<file path="config.mk">
export PLATFORM = sky130hd
export DESIGN_NAME = inpcont
export DESIGN_NICKNAME = d
export VERILOG_FILES = /design/src/rtl/inpcont_pkg.sv /design/src/rtl/inpcont_fifo.sv /design/src/rtl/inpcont.sv
export SDC_FILE = /design/constraint.sdc
export NUM_CORES = 1
export LEC_CHECK = 0
export ABC_AREA = 1
export CAP_MARGIN = 20
export CORE_MARGIN = 2
export CORE_UTILIZATION = 40
export CTS_BUF_LIST = sky130_fd_sc_hd__clkbuf_8
export CTS_CLUSTER_DIAMETER = 60
export DETAILED_ROUTE_END_ITERATION = 16
export PLACE_DENSITY = 0.63
export SLEW_MARGIN = 20
export SYNTH_ARGS = -nofsm -noshare
export SYNTH_HDL_FRONTEND = slang
export SYNTH_SLANG_ARGS = --single-unit
</file>
<file path="constraint.sdc">
create_clock -name clk -period 2.79 [get_ports clk]
set_input_delay 0.558 -clock clk [delete_from_list [all_inputs] [get_ports clk]]
set_output_delay 0.558 -clock clk [all_outputs]
set_load 0.02 [all_outputs]
</file>
<file path="src/rtl/inpcont_pkg.sv">
// Shared constants, FSM state encoding and XY routing helper for the router input-port controller.
package inpcont_pkg;

  localparam int DATAW   = 15;
  localparam int ADDRW   = 1;
  localparam int PORTW   = 2;
  localparam int PORT    = 4;
  localparam int PORT_P1 = 5;

  localparam logic Enable_ = 1'b0;

  localparam logic [1:0] FLIT_HEAD = 2'b01;
  localparam logic [1:0] FLIT_TAIL = 2'b10;
  localparam logic [1:0] FLIT_HT   = 2'b11;

  localparam logic [PORTW:0] PORT_LOCAL = 3'd0;
  localparam logic [PORTW:0] PORT_NORTH = 3'd1;
  localparam logic [PORTW:0] PORT_EAST  = 3'd2;
  localparam logic [PORTW:0] PORT_SOUTH = 3'd3;
  localparam logic [PORTW:0] PORT_WEST  = 3'd4;

  typedef enum logic [1:0] {
    ST_IDLE = 2'b00,
    ST_REQ  = 2'b01,
    ST_XFER = 2'b10
  } state_e;

  function automatic logic is_head(input logic [1:0] t);
    return (t == FLIT_HEAD) || (t == FLIT_HT);
  endfunction

  function automatic logic is_tail(input logic [1:0] t);
    return (t == FLIT_TAIL) || (t == FLIT_HT);
  endfunction

  // X is resolved completely before Y is considered.
  function automatic logic [PORTW:0] xy_route(input logic [ADDRW:0] dst_x,
                                              input logic [ADDRW:0] dst_y,
                                              input logic [ADDRW:0] my_x,
                                              input logic [ADDRW:0] my_y);
    logic [PORTW:0] p;
    if (dst_x > my_x) begin
      p = PORT_EAST;
    end else if (dst_x < my_x) begin
      p = PORT_WEST;
    end else if (dst_y > my_y) begin
      p = PORT_SOUTH;
    end else if (dst_y < my_y) begin
      p = PORT_NORTH;
    end else begin
      p = PORT_LOCAL;
    end
    return p;
  endfunction

endpackage

</file>
<file path="src/rtl/inpcont_fifo.sv">
// Flit FIFO for the input port: pointers carry an extra wrap bit to tell full from empty.
module inpcont_fifo
  import inpcont_pkg::*;
#(
  parameter int DEPTH = 4,
  parameter int WIDTH = 16
) (
  input  logic             clk,
  input  logic             rst_,
  input  logic             wr_en_i,
  input  logic [WIDTH-1:0] wr_data_i,
  input  logic             rd_en_i,
  output logic [WIDTH-1:0] rd_data_o,
  output logic             full_o,
  output logic             empty_o
);

  localparam int AW = $clog2(DEPTH);

  logic [AW:0]      wr_ptr_q, rd_ptr_q;
  logic [WIDTH-1:0] mem_q [DEPTH];
  logic             do_wr_s, do_rd_s;

  assign empty_o   = (wr_ptr_q == rd_ptr_q);
  assign full_o    = (wr_ptr_q[AW] != rd_ptr_q[AW]) &&
                     (wr_ptr_q[AW-1:0] == rd_ptr_q[AW-1:0]);
  assign do_rd_s   = rd_en_i & ~empty_o;
  assign do_wr_s   = wr_en_i & (~full_o | do_rd_s);
  assign rd_data_o = mem_q[rd_ptr_q[AW-1:0]];

  // Pointer update; reset discards any buffered flits.
  always_ff @(posedge clk) begin
    if (rst_ == Enable_) begin
      wr_ptr_q <= '0;
      rd_ptr_q <= '0;
    end else begin
      if (do_wr_s) wr_ptr_q <= wr_ptr_q + (AW+1)'(1);
      if (do_rd_s) rd_ptr_q <= rd_ptr_q + (AW+1)'(1);
    end
  end

  // Storage write.
  always_ff @(posedge clk) begin
    if (do_wr_s) mem_q[wr_ptr_q[AW-1:0]] <= wr_data_i;
  end

endmodule

</file>
<file path="src/rtl/inpcont.sv">
// Router input-port controller: buffers flits, XY-routes each head flit and
// runs the request/grant handshake with the output-side arbiters.
module inpcont
  import inpcont_pkg::*;
#(
  parameter logic [ADDRW:0] MYX   = {(ADDRW+1){1'b0}},
  parameter logic [ADDRW:0] MYY   = {(ADDRW+1){1'b0}},
  parameter int             DEPTH = 4
) (
  input  logic               clk,
  input  logic               rst_,
  input  logic [DATAW:0]     idata,
  input  logic               ivalid,
  output logic               iready,
  output logic [PORTW:0]     port,
  output logic               req,
  input  logic [PORT_P1-1:0] grt,
  input  logic [PORT:0]      oready,
  output logic [DATAW:0]     odata,
  output logic               ovalid
);

  state_e         state_q, state_d;
  logic [PORTW:0] port_q, port_d;
  logic           empty_s, full_s, push_s, pop_s, req_s, ovalid_s;
  logic [1:0]     top_type_s;
  logic [ADDRW:0] dst_x_s, dst_y_s;

  assign push_s     = ivalid & iready;
  assign iready     = ~full_s;
  assign top_type_s = odata[DATAW:DATAW-1];
  assign dst_x_s    = odata[2*ADDRW+1:ADDRW+1];
  assign dst_y_s    = odata[ADDRW:0];

  inpcont_fifo #(
    .DEPTH (DEPTH),
    .WIDTH (DATAW+1)
  ) u_fifo (
    .clk       (clk),
    .rst_      (rst_),
    .wr_en_i   (push_s),
    .wr_data_i (idata),
    .rd_en_i   (pop_s),
    .rd_data_o (odata),
    .full_o    (full_s),
    .empty_o   (empty_s)
  );

  // FSM state and latched output port.
  always_ff @(posedge clk) begin
    if (rst_ == Enable_) begin
      state_q <= ST_IDLE;
      port_q  <= PORT_LOCAL;
    end else begin
      state_q <= state_d;
      port_q  <= port_d;
    end
  end

  // Next state, FIFO pop and handshake outputs.
  always_comb begin
    state_d  = state_q;
    port_d   = port_q;
    pop_s    = 1'b0;
    req_s    = 1'b0;
    ovalid_s = 1'b0;
    case (state_q)
      ST_IDLE: begin
        if (!empty_s) begin
          if (is_head(top_type_s)) begin
            port_d  = xy_route(dst_x_s, dst_y_s, MYX, MYY);
            state_d = ST_REQ;
          end else begin
            pop_s = 1'b1;  // stray non-head flit: discard it
          end
        end else begin
          state_d = ST_IDLE;
        end
      end
      ST_REQ: begin
        req_s = 1'b1;
        if (grt[port_q]) begin
          state_d = ST_XFER;
        end else begin
          state_d = ST_REQ;
        end
      end
      ST_XFER: begin
        // req stays high so the arbiter keeps its grant locked.
        req_s    = 1'b1;
        ovalid_s = ~empty_s & oready[port_q];
        pop_s    = ovalid_s;
        if (ovalid_s && is_tail(top_type_s)) begin
          state_d = ST_IDLE;
        end else begin
          state_d = ST_XFER;
        end
      end
      default: begin
        state_d = ST_IDLE;
      end
    endcase
  end

  assign req    = req_s;
  assign ovalid = ovalid_s;
  assign port   = port_q;

endmodule

</file>
* Word-level counts from Yosys, hierarchy flattened
Memories as Yosys holds them, arrays and structs flattened. A register that Yosys moved wholly into a read port is not among the register bits.
Index checks and enable logic that the tools add are counted.
** Operators by class
- Add/subtract/negate cells :: 2
- Order comparisons :: 5
- Eq/ne operators :: 9
- Mux-type cells :: 22
- Bitwise gates (word level) :: 7
- Reductions and logical operators :: 7
** Operators by type and width (count)
- 2-to-1 mux 2 bit :: 7
- 2-to-1 mux 1 bit :: 9
- adder 3 x 1 -> 3 bit (second input constant) :: 2
- binary-select mux 1 bit (select 3 bit) :: 2
- == test 2 bit (second input constant) :: 3
- 2-to-1 mux 3 bit :: 2
- one-hot mux 2 bit (3 select lines) :: 1
- AND 1 bit :: 4
- == test 2 x 1 -> 1 bit (second input constant) :: 2
- greater-than comparator 2 x 1 -> 1 bit (second input constant) :: 2
- less-than comparator 2 x 1 -> 1 bit (second input constant) :: 2
- less-than comparator 3 x 4 -> 1 bit (second input constant) :: 1
- == test 3 bit :: 1
- inequality test 3 bit (second input constant) :: 1
- AND reduction 3 bit :: 1
- == test 2 bit :: 1
- logical AND 1 bit :: 2
- logical NOT 2 bit :: 1
- logical OR 1 bit :: 2
- inverter 1 bit :: 2
- one-hot mux 1 bit (2 select lines) :: 1
- OR reduction 2 bit :: 1
- inequality test 1 bit :: 1
- OR 1 bit :: 1
** Word-level totals
- Register bits :: 11
- RAM bits :: 64
- Input port bits :: 29
- Output and inout port bits :: 22
- Word-level logic and storage cells :: 57
- Memories kept :: 1
** Memories
- u_fifo.mem_q :: words 4, bits a word 16, rd ports 1, clocked after Yosys merged registers in 1, write ports 1, line inpcont_fifo.sv:21 : logic [WIDTH-1:0] mem_q [DEPTH];

* Depth between registers and ports, before layout
Gate-level depths: netlist of run 1.
- Depth after elaboration :: 10
- Mapped depth :: 10
- Gate-level depth less buffers :: 9

* By module
A second synthesis of run 1 with hierarchy kept.
** Unflattened totals
- Cell total of the unflattened synthesis :: 283
- Area total of the unflattened synthesis :: 3200.6 um^2
** By module, submodules not included
- inpcont_fifo :: instances 1, cells each 220, area an instance 2815.2 um^2, seq. area each 2082.0 um^2
- inpcont :: instances 1, cells each 63, area an instance 385.4 um^2, seq. area each 80.1 um^2

* Worst setup path before layout of run 1
OpenSTA, ideal clock, no wires.
- Path type :: register -> register
- Start point :: register u_fifo.rd_ptr_q[0]
- End point :: memory u_fifo.mem_q[3][0] (enable)
- Library setup time :: 0.390 ns
- Arrival time :: 1.567 ns
- Data required time :: 2.400 ns
- Slack :: 0.833 ns
- Cell stages (with the launch flop) :: 7
- Path buffers :: 0
- Period minus slack after synthesis :: 1.957 ns
- Path through :: dfxtp_1 -> inv_1 -> nand2_1 -> nand2_2 -> nand4_4 -> nand2_2 -> nor2_1
** On the way
- Elaborated cells on any way between the ends :: 14
- Classes of those cells :: eq/ne: 2; mux: 4; bitwise: 7; reduce/logical: 1
** RTL lines
- start, declared :: line inpcont_fifo.sv:20 : logic [AW:0] wr_ptr_q, rd_ptr_q;
- start signal, assigned :: line inpcont_fifo.sv:38 : if (do_rd_s) rd_ptr_q <= rd_ptr_q + (AW+1)'(1);
- == test 2 bit (*) :: line inpcont_fifo.sv:26 : (wr_ptr_q[AW-1:0] == rd_ptr_q[AW-1:0]);
- logical AND 1 bit (*) :: line inpcont_fifo.sv:25 : assign full_o = (wr_ptr_q[AW] != rd_ptr_q[AW]) &&
- inverter 1 bit (*) :: line inpcont.sv:30 : assign iready = ~full_s;
- via iready :: line inpcont.sv:14 : output logic iready,
- AND 1 bit or OR 1 bit (tied branches) :: line inpcont.sv:29, inpcont_fifo.sv:28
- AND 1 bit (*) :: line inpcont_fifo.sv:28 : assign do_wr_s = wr_en_i & (~full_o | do_rd_s);
- 2-to-1 mux 1 bit (*) :: line inpcont_fifo.sv:44 : if (do_wr_s) mem_q[wr_ptr_q[AW-1:0]] <= wr_data_i;
- 2-to-1 mux 1 bit (implied by the code) (*) :: line inpcont_fifo.sv:44
- end, declared :: line inpcont_fifo.sv:21
The timed path passes the listed nets; every way through them passes the cells marked *.

* Worst setup path in the final report of run 1
- Start point :: input port oready[1]
- End point :: output port ovalid
** On the way
- Cells in the longest elaborated chain, start to end :: 4
** RTL lines
- start, declared :: line inpcont.sv:18 : input logic [PORT:0] oready,
- binary-select mux 1 bit (select 3 bit) :: line inpcont.sv:91 : ovalid_s = ~empty_s & oready[port_q];
- 2-to-1 mux 1 bit (implied by the code) :: line inpcont.sv:91
- AND 1 bit :: line inpcont.sv:91
- 2-to-1 mux 1 bit :: line inpcont.sv:67 : case (state_q)
- end, declared :: line inpcont.sv:20 : output logic ovalid
No other way between the ends. The select of a mux whose other input is x is not followed.

==> out/summary.txt, run 1 <==
Outcome: finished clean
Num ports: 51
Final setup viols: 0
# nets final: 393
H-tree level count: 3
Synth Area per Inst: 10.9 um^2
Worst Setup End Kind: primary output
Critical path data arrival time: 2.07 ns
Area contributors post-synth: edfxtp_1 (59%), dfxtp_1 (7.4%), nand2_1 (7.1%), inv_1 (3.8%), o21ai_0 (3.6%)
Grt ovf: 0
Setup tns final: 0 ns
Hold Crit Start: u_fifo.wr_ptr_q[2]$_SDFFE_PN0P_
Share of the synthesized area in the top cell type: 0.593
Skew final: 0.00793 ns
Layout cells sized above 1: 0.0975
Area Growth Syn to Fin: 26.7%
DP Wirelength: 3920 um
Worst path cell trace: clkdlybuf4s50_1 > inv_1 > nand2_1 > nand3_1 > nand2_1 > nand3_2 > inv_1 > clkdlybuf4s50_1
RSZ-0062 raised after global routing: no
First-pass GRT wire length: 9980 um
Synth area leader: edfxtp_1
Post-CTS Setup Inserts: 0
Final ANT Viol Nets: 0
Syn nets: 336
#FFs+latches synth: 76
Post-synth EDFFs: 64
CP required: 2.23 ns
Part of the Yosys area used for sequential elements: 0.667
Root Driver: clkbuf_8
Yosys warns: 0
# fillers: 705
Clock slew at reported path FFs: 0.07 ns
Fmax: 381 MHz
Maximum VDD drop: 0.474 mV
Initial Util: 0.415
Synth top cells by count: edfxtp_1 (64), nand2_1 (61), inv_1 (33), nor2_1 (30), o21ai_0 (23)
Fin. Hold Viols: 0
DRT Pass-1 Iters: 5
CTS sink count: 76
Post-route DRC: 0
Max Cap Viol: 0
WHS Path Cells: 2
Post-CTS Resized: 0
Crit start category: primary input
Worst reg2reg path depth: 7
Yosys cell types: 23
Fin crit period: 2.62 ns
WL/cell: 13.2 um
Via count: 2142
Cell Area, Placed: 0.00385 mm^2
Std-Cell Rows: 32
DR iter-0 viols: 76
Largest net degree at the start of global routing: 18
Reg2reg setup slack: 1.13 ns
WS Path Type: in -> out
Cts bufs inserted: 9
Max clock buf depth: 2
Min-Delay Endpoint: u_fifo.wr_ptr_q[2]$_SDFFE_PN0P_
Slowest stage cell on the critical path: clkdlybuf4s50_1
Die height: 94.0 um
Crit path max fanout: 3
Most used DFF post-synth: edfxtp_1
Placer Congestion: 0.702
Worst R2R End: u_fifo.mem_q[3][2]$_DFFE_PP_
Final hold slack: 0.491 ns
CTS tree: done
Initial antenna violation count: 0
Max stage delay on crit path: 0.59 ns
Min-delay worst type: reg -> reg
Port Buffers: 47
P_leak: 1.61 nW
GRT Util Overall: 0.153
Final Power: 0.00390 W
Worst skew pair latency: 0.35 ns
Final Cell Area: 0.00411 mm^2
Avg Vias per Cell: 4.65
Worst r2r src: u_fifo.wr_ptr_q[1]$_SDFFE_PN0P_
Post-synth ARST share: 0
Synth Instances: 298
Die ar.: 0.00884 mm^2
Crit path from: oready[1]
Most numerous cell in the Yosys netlist: edfxtp_1
ANT cells: 0
Crit share post-route: 0.941
Final Slew Violations: 0
Core ar.: 0.00781 mm^2
Power Dens Cells: 949 mW/mm^2
Hold buffers post-CTS: 0
Die Wd: 94.0 um
Number of global-route vias before repair: 2099
Routed wire length: 6100 um
Post-Syn Area: 0.00324 mm^2
[how the worst max path moves through the flow]
stage | endpoint | depth (start not counted)
6_report | ovalid | 8
5_1_grt | odata[8] | 4
4_1_cts | odata[8] | 4
3_5_place_dp | ovalid | 8
3_3_place_gp | ovalid | 8
2_1_floorplan | u_fifo.mem_q[3][0]$_DFFE_PP_ | 6
[logic make-up after synthesis]
kind of cell / Yosys count / share of synthesized area
adder cells (fa/ha/maj): 9 / 0.0347
other: 1 / 0.00116
flip-flops: 76 / 0.667
buffers and inverters: 45 / 0.0571
AND/OR/NAND/NOR: 120 / 0.161
AO/OA/AOI/OAI: 47 / 0.0787
[worst max-delay path: cells and delay by family]
| kind | cells | cell delay (ns) |
|---|---|---|
| buffers and inverters | 4 | 1.16 |
| AND/OR/NAND/NOR | 4 | 0.36 |
[stage by stage]
| step | utilization | cells | setup slack [ns] |
|---|---|---|---|
| final | 0.526 | 461 | 0.166 |
| after global placement | 0.494 | 446 | 0.176 |
| after detailed placement | 0.494 | 446 | 0.159 |
| after CTS | 0.526 | 461 | 0.0961 |
| after global routing | 0.526 | 461 | 0.0119 |
| after floorplan | - | 298 | 0.833 |
[registers in the layout, summed over array words and instances (netlist names), named ones only]
name and count:
u_fifo.wr_ptr_q 3, port 2, state_q 2, u_fifo.rd_ptr_q 3, u_fifo.mem_q 64
[metal layers]
layer  global-route usage  vias to the layer above  part of all wire
met5                    0                        -                 0
met4               0.0664                        0             0.015
met3               0.0425                        8             0.033
met2                0.249                       27              0.50
met1                0.189                      985              0.45
li1                     -                     1122                 -
[area by class of cell]
class / count / area, um^2 / share of cell area
tap: 102 / 128 / 0.0311
clock buffer: 9 / 124 / 0.0302
timing repair buffer: 56 / 538 / 0.131
clock inverter: 6 / 129 / 0.0314
sequential: 76 / 2160 / 0.527
multi-input combinational: 177 / 895 / 0.218
inverter: 35 / 131 / 0.0320
[report_power, final]
group | internal [W] | switching [W] | leakage (nW)
registers | 0.00133 | 0.0000765 | 0.686
logic | 0.000586 | 0.000853 | 0.791
clock network | 0.000675 | 0.000375 | 0.130
[placed cells by master (no fill, tap or decap), drive strengths merged]
cell type / instances
nand4: 1
clkdlybuf4s50: 47
o22ai: 10
ha: 9
dfxtp: 12
nand3: 23
nor3: 1
buf: 9
clkinv: 1
inv: 36
edfxtp: 64
a21oi: 10
nor2: 31
conb: 1
bufinv: 4
o21ai: 27
clkbuf: 9
nand2: 64
No activity file was read; power rests on OpenSTA's default activity.
==> run 2: changes to the inputs <==
--- a/config.mk
+++ b/config.mk
@@ -12,6 +12,7 @@
 export CTS_BUF_LIST = sky130_fd_sc_hd__clkbuf_8
 export CTS_CLUSTER_DIAMETER = 60
 export DETAILED_ROUTE_END_ITERATION = 16
+export GPL_ROUTABILITY_DRIVEN = 1
 export PLACE_DENSITY = 0.63
 export SLEW_MARGIN = 20
 export SYNTH_ARGS = -nofsm -noshare
==> results of run 2 <==
Final layout, timing and power as in run 1 (identical DEF).
